## config.mk

```make
export PLATFORM = sky130hd
export DESIGN_NAME = fix_msg_sequencer
export DESIGN_NICKNAME = d
export VERILOG_FILES = /design/src/rtl/fix_msg_sequencer.sv
export SDC_FILE = /design/constraint.sdc
export NUM_CORES = 1
export LEC_CHECK = 0
export ABC_AREA = 1
export CORE_MARGIN = 3
export CORE_UTILIZATION = 45
export DETAILED_ROUTE_END_ITERATION = 8
export PLACE_DENSITY = 0.68
export REMOVE_ABC_BUFFERS = 1
export SKIP_CTS_REPAIR_TIMING = 1
export SYNTH_ARGS = -nofsm -noshare
export SYNTH_HDL_FRONTEND = slang
export SYNTH_SLANG_ARGS = --single-unit
```

## constraint.sdc

```tcl
create_clock -name clk -period 7.1 [get_ports clk]
set_input_delay 1.42 -clock clk [delete_from_list [all_inputs] [get_ports clk]]
set_output_delay 1.42 -clock clk [all_outputs]
set_load 0.005 [all_outputs]
```

## src/rtl/fix_msg_sequencer.sv

```systemverilog
`default_nettype none
// ============================================================================
// Module      : fix_msg_sequencer
// Description : FIX byte-stream framing controller. Runs the tag/value state
//               machine, decodes tag numbers, enforces 8=/9=/.../10= order,
//               counts body bytes, accumulates the checksum and reports
//               per-message done/error with resync to IDLE.
// Revision    : 1.0 - initial release
// ============================================================================
module fix_msg_sequencer #(
    parameter logic [7:0] SOH_CHAR = 8'h7C,
    parameter logic [7:0] SEP_CHAR = 8'h3D,
    parameter int         TAG_W    = 16,
    parameter int         LEN_W    = 16,
    parameter int         MAX_BODY = 4096
) (
    input  logic             clk,
    input  logic             rst,
    input  logic [7:0]       byte_i,
    input  logic             byte_valid_i,
    output logic             tag_valid_o,
    output logic [TAG_W-1:0] tag_num_o,
    output logic [7:0]       val_byte_o,
    output logic             val_valid_o,
    output logic             field_end_o,
    output logic             msg_start_o,
    output logic             msg_done_o,
    output logic             msg_err_o,
    output logic [2:0]       err_code_o
);

    localparam logic [1:0] c_ST_IDLE  = 2'd0;
    localparam logic [1:0] c_ST_TAG   = 2'd1;
    localparam logic [1:0] c_ST_VALUE = 2'd2;

    localparam logic [2:0] c_ERR_HDR  = 3'd1;
    localparam logic [2:0] c_ERR_TAG  = 3'd2;
    localparam logic [2:0] c_ERR_LEN  = 3'd3;
    localparam logic [2:0] c_ERR_CSUM = 3'd4;
    localparam logic [2:0] c_ERR_OVF  = 3'd5;

    localparam logic [7:0] c_BEGIN_CHAR = 8'h38;

    logic [1:0]       r_state;
    logic [TAG_W-1:0] r_tag_acc;
    logic             r_tag_seen;
    logic [1:0]       r_fidx;
    logic [7:0]       r_csum;
    logic [7:0]       r_csum_snap;
    logic [LEN_W-1:0] r_body_len;
    logic [LEN_W-1:0] r_body_cnt;
    logic [LEN_W-1:0] r_body_snap;
    logic             r_counting;
    logic [9:0]       r_rx_csum;
    logic [1:0]       r_csum_digits;

    logic             r_tag_valid;
    logic [TAG_W-1:0] r_tag_num;
    logic [7:0]       r_val_byte;
    logic             r_val_valid;
    logic             r_field_end;
    logic             r_msg_start;
    logic             r_msg_done;
    logic             r_msg_err;
    logic [2:0]       r_err_code;

    logic             w_is_digit;
    logic [3:0]       w_digit;
    logic [TAG_W+3:0] w_tag_wide;
    logic [TAG_W-1:0] w_tag_next;
    logic [LEN_W+3:0] w_len_wide;
    logic [LEN_W-1:0] w_len_next;
    logic [LEN_W-1:0] w_cnt_next;
    logic [7:0]       w_csum_next;
    logic [9:0]       w_rx_next;
    logic             w_err;
    logic [2:0]       w_err_code;

    // ASCII digits 0x30..0x39 carry their value in the low nibble.
    assign w_is_digit  = (byte_i >= 8'h30) && (byte_i <= 8'h39);
    assign w_digit     = byte_i[3:0];
    assign w_tag_wide  = {4'd0, r_tag_acc} * (TAG_W+4)'(10) + {TAG_W'(0), w_digit};
    assign w_tag_next  = (|w_tag_wide[TAG_W+3:TAG_W]) ? '1 : w_tag_wide[TAG_W-1:0];
    assign w_len_wide  = {4'd0, r_body_len} * (LEN_W+4)'(10) + {LEN_W'(0), w_digit};
    assign w_len_next  = (|w_len_wide[LEN_W+3:LEN_W]) ? '1 : w_len_wide[LEN_W-1:0];
    assign w_cnt_next  = r_body_cnt + LEN_W'(1);
    assign w_csum_next = r_csum + byte_i;
    assign w_rx_next   = r_rx_csum * 10'd10 + {6'd0, w_digit};

    // Classify the current byte as an abort condition; state errors outrank overflow.
    always_comb begin
        w_err      = 1'b0;
        w_err_code = 3'd0;
        case (r_state)
            c_ST_TAG: begin
                if (!w_is_digit) begin
                    w_err = 1'b1;
                    if (byte_i != SEP_CHAR || !r_tag_seen)
                        w_err_code = c_ERR_TAG;
                    else if (r_fidx == 2'd0 && r_tag_acc != TAG_W'(8))
                        w_err_code = c_ERR_HDR;
                    else if (r_fidx == 2'd1 && r_tag_acc != TAG_W'(9))
                        w_err_code = c_ERR_HDR;
                    else if (r_tag_acc == TAG_W'(10) && r_body_snap != r_body_len)
                        w_err_code = c_ERR_LEN;
                    else
                        w_err = 1'b0;
                end
            end
            c_ST_VALUE: begin
                if (byte_i == SOH_CHAR) begin
                    if (r_tag_num == TAG_W'(10) &&
                        !(r_csum_digits == 2'd3 && r_rx_csum == {2'b00, r_csum_snap})) begin
                        w_err      = 1'b1;
                        w_err_code = c_ERR_CSUM;
                    end
                end else if (r_tag_num == TAG_W'(9) && !w_is_digit) begin
                    w_err      = 1'b1;
                    w_err_code = c_ERR_HDR;
                end else if (r_tag_num == TAG_W'(10) && (!w_is_digit || r_csum_digits == 2'd3)) begin
                    w_err      = 1'b1;
                    w_err_code = c_ERR_CSUM;
                end
            end
            default: ;
        endcase
        if (!w_err && r_state != c_ST_IDLE && r_counting && w_cnt_next > LEN_W'(MAX_BODY)) begin
            w_err      = 1'b1;
            w_err_code = c_ERR_OVF;
        end
    end

    // Framing state machine with registered pulses and held tag/error values.
    always_ff @(posedge clk) begin
        if (rst) begin
            r_state       <= c_ST_IDLE;
            r_tag_acc     <= '0;
            r_tag_seen    <= 1'b0;
            r_fidx        <= 2'd0;
            r_csum        <= 8'd0;
            r_csum_snap   <= 8'd0;
            r_body_len    <= '0;
            r_body_cnt    <= '0;
            r_body_snap   <= '0;
            r_counting    <= 1'b0;
            r_rx_csum     <= 10'd0;
            r_csum_digits <= 2'd0;
            r_tag_valid   <= 1'b0;
            r_tag_num     <= '0;
            r_val_byte    <= 8'd0;
            r_val_valid   <= 1'b0;
            r_field_end   <= 1'b0;
            r_msg_start   <= 1'b0;
            r_msg_done    <= 1'b0;
            r_msg_err     <= 1'b0;
            r_err_code    <= 3'd0;
        end else begin
            r_tag_valid <= 1'b0;
            r_val_valid <= 1'b0;
            r_field_end <= 1'b0;
            r_msg_start <= 1'b0;
            r_msg_done  <= 1'b0;
            r_msg_err   <= 1'b0;
            if (byte_valid_i) begin
                if (r_state == c_ST_IDLE) begin
                    if (byte_i == c_BEGIN_CHAR) begin
                        r_state     <= c_ST_TAG;
                        r_tag_acc   <= TAG_W'(8);
                        r_tag_seen  <= 1'b1;
                        r_fidx      <= 2'd0;
                        r_csum      <= c_BEGIN_CHAR;
                        r_csum_snap <= 8'd0;
                        r_body_len  <= '0;
                        r_body_cnt  <= '0;
                        r_body_snap <= '0;
                        r_counting  <= 1'b0;
                        r_msg_start <= 1'b1;
                    end
                end else if (w_err) begin
                    r_state    <= c_ST_IDLE;
                    r_msg_err  <= 1'b1;
                    r_err_code <= w_err_code;
                end else begin
                    r_csum <= w_csum_next;
                    if (r_counting)
                        r_body_cnt <= w_cnt_next;
                    if (r_state == c_ST_TAG) begin
                        if (w_is_digit) begin
                            r_tag_acc  <= w_tag_next;
                            r_tag_seen <= 1'b1;
                        end else begin
                            r_tag_valid   <= 1'b1;
                            r_tag_num     <= r_tag_acc;
                            r_state       <= c_ST_VALUE;
                            r_rx_csum     <= 10'd0;
                            r_csum_digits <= 2'd0;
                        end
                    end else if (byte_i == SOH_CHAR) begin
                        r_field_end <= 1'b1;
                        r_csum_snap <= w_csum_next;
                        r_body_snap <= r_counting ? w_cnt_next : '0;
                        r_tag_acc   <= '0;
                        r_tag_seen  <= 1'b0;
                        if (r_fidx != 2'd2)
                            r_fidx <= r_fidx + 2'd1;
                        // Body counting starts with the byte after the SOH closing tag 9.
                        if (r_tag_num == TAG_W'(9)) begin
                            r_counting <= 1'b1;
                            r_body_cnt <= '0;
                        end
                        if (r_tag_num == TAG_W'(10)) begin
                            r_msg_done <= 1'b1;
                            r_state    <= c_ST_IDLE;
                        end else begin
                            r_state <= c_ST_TAG;
                        end
                    end else begin
                        r_val_byte  <= byte_i;
                        r_val_valid <= (byte_i != SEP_CHAR);
                        if (r_tag_num == TAG_W'(9))
                            r_body_len <= w_len_next;
                        if (r_tag_num == TAG_W'(10)) begin
                            r_rx_csum     <= w_rx_next;
                            r_csum_digits <= r_csum_digits + 2'd1;
                        end
                    end
                end
            end
        end
    end

    assign tag_valid_o = r_tag_valid;
    assign tag_num_o   = r_tag_num;
    assign val_byte_o  = r_val_byte;
    assign val_valid_o = r_val_valid;
    assign field_end_o = r_field_end;
    assign msg_start_o = r_msg_start;
    assign msg_done_o  = r_msg_done;
    assign msg_err_o   = r_msg_err;
    assign err_code_o  = r_err_code;

endmodule
`default_nettype wire
```

==> impl_metrics.json, run 1 <==
{
  "status": "finished, final reports clean",
  "drtIter0Drc": 670,
  "place_congestion": 0.907,
  "grt_pass1_wl_um": 44900,
  "end_kind": "flop",
  "cts_buffer_depth": 2,
  "finalNetCount": 1822,
  "stdcell_count": 2037,
  "worstReg2RegStart": "r_state[1]",
  "tightest_slew_ps": 1080,
  "fmax_ghz": 0.209,
  "vias": 10500,
  "multi_input_area_um2": 6860,
  "cts_tree": "done",
  "fin_crit_ps": 4780,
  "cts.clk_slew.worst_paths_ps": 60,
  "start_util_pct": 46.1,
  "yosysWarnings": 0,
  "seqPwrFrac_pct": 44.0,
  "avgSynthCellArea_um2": 6.22,
  "area_growth_pct": 11.6,
  "clock_tree.root_cell": "clkbuf_16",
  "final_hold_viol_count": 0,
  "cts_num_sinks": 131,
  "setup_ws_ps": 2320,
  "hold_path_depth": 2,
  "drive_above_1_share_pct": 4.18,
  "synthMostInstantiatedCell": "nand2_1",
  "r2r_cells": 11,
  "worstPathArrival_ps": 5050,
  "p_sw_uw": 392,
  "detail-route-antenna-nets": 0,
  "min_path_type": "flop to flop",
  "core-area_um2": 22800,
  "holdPathEnd": "val_byte_o[4]",
  "leakage_nw": 5.62,
  "synth-edff-count": 0,
  "critPathLaunchType": "input pin",
  "grt_max_degree": 60,
  "ys_ff_latch": 131,
  "cpMaxStageDelayCell": "clkinv_1",
  "clock_skew_ps": 10.5,
  "p_sw_share_pct": 23.4,
  "clock_latency_ps": 420,
  "worstHoldStart": "val_byte_o[4]",
  "slowest_delay_ps": 770,
  "port_buffers": 43,
  "dp_slack_ps": 1970,
  "routed_via_density": 5.16,
  "die-area_um2": 25200,
  "diodes": 0,
  "ys_seq_area_share_pct": 25.0,
  "synth_top_cell_area_share_pct": 25.0,
  "n_fill_cell": 2319,
  "path_delay_family": "buffers and inverters",
  "yosys.area.top_type": "dfxtp_1",
  "syn_area_um2": 10500,
  "synth_cell_types": 44,
  "htreeDepth": 4,
  "async_reset_ff_share_pct": 0,
  "antenna_found_initial": 0,
  "r2r-end": "r_body_cnt[2]",
  "wl_per_cell_um": 13.4,
  "synth_top_cells_by_count": "nand2_1, nor2_1, inv_1",
  "drt_pass1_iterations": 6,
  "min_period_over_period_pct": 67.3,
  "crit_type": "input pin to flop",
  "io_pins": 44,
  "power.density_nw_per_um2": 143,
  "place_area_um2": 11100,
  "place_hpwl_um": 20600,
  "synth_cells": 1686,
  "power_mw": 1.67,
  "cp_num_buf_inv": 4,
  "vdd_drop_max_v": 0.000126,
  "track_usage_pct": 20.9,
  "rsz0062_at_grt": "false",
  "combPwrFrac_pct": 3.0,
  "grt-ovfl-total": 0,
  "p_clk_share_pct": 52.9,
  "setup_violations": 0,
  "fin_tns_setup_ps": 0,
  "grt_pass1_vias": 9476,
  "die_x_um": 159,
  "place_inst": 2005,
  "slew_headroom_pct": 27.6,
  "utilization_pct": 51.4,
  "slew_violations": 0,
  "finish.instance_area_um2": 11700,
  "synth.area.top_cells": "dfxtp_1, nand2_1, ha_1, nor2_1, inv_1",
  "p_int_mw": 1.28,
  "wl_um": 27200,
  "worstPathRequired_ps": 7370,
  "cts_buffers": 17,
  "synthFlopType": "dfxtp_1",
  "whs_ps": 446,
  "die_h_um": 159,
  "maxCapViolCount": 0,
  "path_cells": "clkdlybuf4s50_1 -> inv_1 -> a21oi_1 -> nor2_2 -> inv_2 -> o21ai_1 -> nand3_1 -> nand3_1 -> nand2_1 -> o21ai_4 -> nand2_2 -> clkinv_1 -> o21ai_0 -> a21oi_1",
  "cp_max_fo": 26,
  "seq_area_um2": 2620,
  "reg2reg_slack_ps": 2980,
  "num_rows": 55,
  "drc": 0
}
-- sequential cells by signal, summed over array words and instances (netlist names), 8 cells and up --
| name | count |
|---|---|
| r_body_len | 16 |
| r_csum_snap | 8 |
| val_byte_o | 8 |
| r_tag_acc | 16 |
| r_csum | 8 |
| r_body_snap | 16 |
| r_rx_csum | 10 |
| tag_num_o | 16 |
| r_body_cnt | 16 |
-- cells in the final DEF (no fill, tap or decap), types with 4 or more instances in the layout --
master / n
inv_2: 5
inv_1: 203
and2_1: 5
fa_1: 7
nor3_1: 14
nor2_2: 9
or2_2: 6
nand2_2: 4
nand2_1: 472
xnor2_1: 14
nand4_1: 24
ha_1: 93
o21bai_1: 4
o21ai_1: 18
buf_4: 5
nand3_1: 147
dfxtp_1: 131
nand3b_1: 6
clkbuf_16: 17
nor2_1: 229
clkinv_4: 4
o21ai_0: 79
clkdlybuf4s50_1: 42
a21oi_1: 103
xor2_1: 41
-- tightest hold or removal path, stage by stage (launching register included) --
cell and delay (ps):
dfxtp_1 310, inv_1 40, a21oi_1 50
-- how the worst max path moves through the flow --
| stage | from | to | slack [ps] | depth (start not counted) |
|---|---|---|---|---|
| floorplan | byte_i[2] | r_body_snap[2] | 3090 | 14 |
| global placement | byte_i[2] | r_body_cnt[1] | 2070 | 12 |
| detailed placement | byte_i[2] | r_body_cnt[2] | 1970 | 14 |
| CTS | byte_i[2] | r_body_cnt[2] | 2330 | 14 |
| global route | byte_i[2] | r_body_cnt[2] | 1910 | 12 |
| finish | byte_i[2] | r_body_cnt[2] | 2320 | 14 |
-- layer usage --
metal  wire, um  track usage [%]
met1      13300             29.0
met5          0                0
met4        348             5.29
met3       1240             2.74
met2      12400             34.3
-- area by class of cell --
| type | instances | share of cell area [%] |
|---|---|---|
| clock inverters | 14 | 1.31 |
| clock buffers | 18 | 3.75 |
| well taps | 313 | 3.34 |
| inverters | 210 | 6.73 |
| multi-input cells | 1303 | 58.5 |
| repair buffers | 48 | 3.95 |
| flip-flops and latches | 131 | 22.4 |
-- logic make-up after synthesis --
| group | share of synthesized area, % |
|---|---|
| buffers and inverters | 9.67 |
| XOR/XNOR | 4.59 |
| adder cells (fa/ha/maj) | 12.4 |
| flip-flops | 25.0 |
| AO/OA/AOI/OAI | 11.1 |
| AND/OR/NAND/NOR | 37.2 |
-- power groups by stage --
stage / registers (mW) / clock network (mW) / logic (mW)
after floorplan: 0.753 / 0 / 0.0253
after global placement: 0.753 / 0 / 0.0497
after detailed placement: 0.754 / 0 / 0.0498
after CTS: 0.737 / 0.897 / 0.0502
after global routing: 0.737 / 0.930 / 0.0558
final: 0.737 / 0.886 / 0.0506
No activity file was read; power rests on OpenSTA's default activity.
==> run 2: changes to the inputs <==
Clock period 7.1 ns to 5 ns, I/O delays scaled along.
==> run 2 against run 1 <==
Effect of this change: clock skew shrank 2.3 ps; sequential power grew 42%; global-route usage grew 0.76 points; sequential share of layout area shrank 0.11 points; largest power group unchanged; die area is the same; critical path type is now flop to flop; power grew 46%; non-clock buffer count grew 4; cell area grew 0.49%; wire length grew 1.3%; final cell count grew 0.20%.
==> impl_metrics.json, run 2 (same netlist as run 1, synthesis figures left out) <==
{
  "final_hold_viol_count": 0,
  "setup_violations": 0,
  "die_x_um": 159,
  "diodes": 0,
  "grt_pass1_vias": 9540,
  "final_common_cell": "nand2_1",
  "p_sw_share_pct": 22.4,
  "wl_per_cell_um": 13.5,
  "wl_um": 27600,
  "vias": 10600,
  "combPwrFrac_pct": 3.0,
  "cts.clk_slew.worst_paths_ps": 60,
  "vdd_drop_max_v": 0.000214,
  "port_buffers": 43,
  "min_period_over_period_pct": 78.5,
  "maxCapViolCount": 0,
  "p_clk_share_pct": 54.1,
  "critPathLaunchType": "flop",
  "clock_skew_ps": 8.27,
  "place_area_um2": 11200,
  "cts_buffers": 17,
  "rsz0062_at_grt": "false",
  "finish.instance_area_um2": 11800,
  "drive_above_1_share_pct": 4.40,
  "place_hpwl_um": 20900,
  "crit_type": "flop to flop",
  "tightest_slew_ps": 1060,
  "p_sw_uw": 548,
  "seqPwrFrac_pct": 42.9,
  "die_h_um": 159,
  "worstPathRequired_ps": 5280,
  "fin_tns_setup_ps": 0,
  "most-common-layout-cells": "nand2_1, nor2_1, inv_1",
  "worstPathArrival_ps": 4210,
  "cp_max_fo": 16,
  "htreeDepth": 4,
  "whs_ps": 446,
  "grt_pass1_wl_um": 46300,
  "num_rows": 55,
  "clock_tree.root_cell": "clkbuf_16",
  "die-area_um2": 25200,
  "finalNetCount": 1826,
  "fin_crit_ps": 3930,
  "n_fill_cell": 2316,
  "min_path_type": "flop to flop",
  "io_pins": 44,
  "setup_ws_ps": 1070,
  "antenna_found_initial": 0,
  "drc": 0,
  "area_growth_pct": 12.2,
  "grt_max_degree": 59,
  "grt-ovfl-total": 0,
  "power.density_nw_per_um2": 207,
  "routed_via_density": 5.17,
  "p_int_mw": 1.89,
  "cts_buffer_depth": 2,
  "drt_pass1_iterations": 5,
  "drtIter0Drc": 656,
  "detail-route-antenna-nets": 0,
  "slew_violations": 0,
  "core-area_um2": 22800,
  "fmax_ghz": 0.255,
  "track_usage_pct": 21.6,
  "place_congestion": 0.912,
  "status": "finished, final reports clean",
  "leakage_nw": 5.66,
  "slew_headroom_pct": 28.8,
  "clock_latency_ps": 430,
  "end_kind": "flop",
  "cts_num_sinks": 131,
  "dp_slack_ps": 743,
  "cts_tree": "done",
  "start_util_pct": 46.1
}
-- run 2: changes by cell type in the layout (fill, tap and decap cells not counted), sizes merged --
cell	change
inv	-2
clkinv	-1
buf	+4
clkbuf	+2
bufinv	+1
-- run 2: layer usage --
metal	share of wire, %	GRT usage (%)
met3	4.4	3.13
met4	1.4	5.01
met2	46	35.2
met5	0	0
met1	49	30.4
-- run 2: final timing paths --
path | startpoint | to | slack [ps] | cells past startpoint
worst max-delay path | r_tag_acc[3] | r_tag_acc[3] | 1070 | 20
worst min-delay path | val_byte_o[3] | val_byte_o[3] | 450 | 2
worst max register to register | r_tag_acc[3] | r_tag_acc[3] | 1070 | 20
worst min register to register | val_byte_o[3] | val_byte_o[3] | 450 | 2
-- run 2: worst max-delay path, stage by stage, from the launching register on --
cell	delay [ps]
dfxtp_1	390
ha_1	320
ha_1	180
inv_1	60
fa_1	400
inv_1	130
nand3_1	100
nand2_1	150
nand2_1	60
nand2_1	150
nand3_1	150
nand2_1	90
nand2_1	40
nand2_1	90
inv_1	40
nand2_1	50
nand2_1	40
nor2_1	790
nand4_1	300
nand3_1	160
a21oi_1	70
-- run 2: layout make-up --
class,instances,area (um^2),share of cell area (%)
clock buffer,20,467,3.96
inverter,210,788,6.70
tap,313,392,3.33
clock inverter,12,154,1.31
sequential,131,2620,22.3
timing repair buffer,52,493,4.19
multi-input combinational,1303,6860,58.2
-- run 2: power groups by stage --
stage / sequential [mW] / combinational, mW / clock (mW)
detailed placement: 1.07 / 0.0738 / 0
global placement: 1.07 / 0.0730 / 0
floorplan: 1.07 / 0.0359 / 0
CTS: 1.05 / 0.0744 / 1.34
global route: 1.05 / 0.0829 / 1.38
finish: 1.05 / 0.0742 / 1.32
-- run 2: stage by stage --
step / std cells / power [mW] / utilization [%]
5_1_grt: 2041 / 2.51 / 51.7
3_5_place_dp: 2009 / 1.14 / 49.0
2_1_floorplan: 1644 / 1.11 / -
4_1_cts: 2041 / 2.46 / 51.7
6_report: 2041 / 2.44 / 51.7
3_3_place_gp: 2009 / 1.14 / 49.0
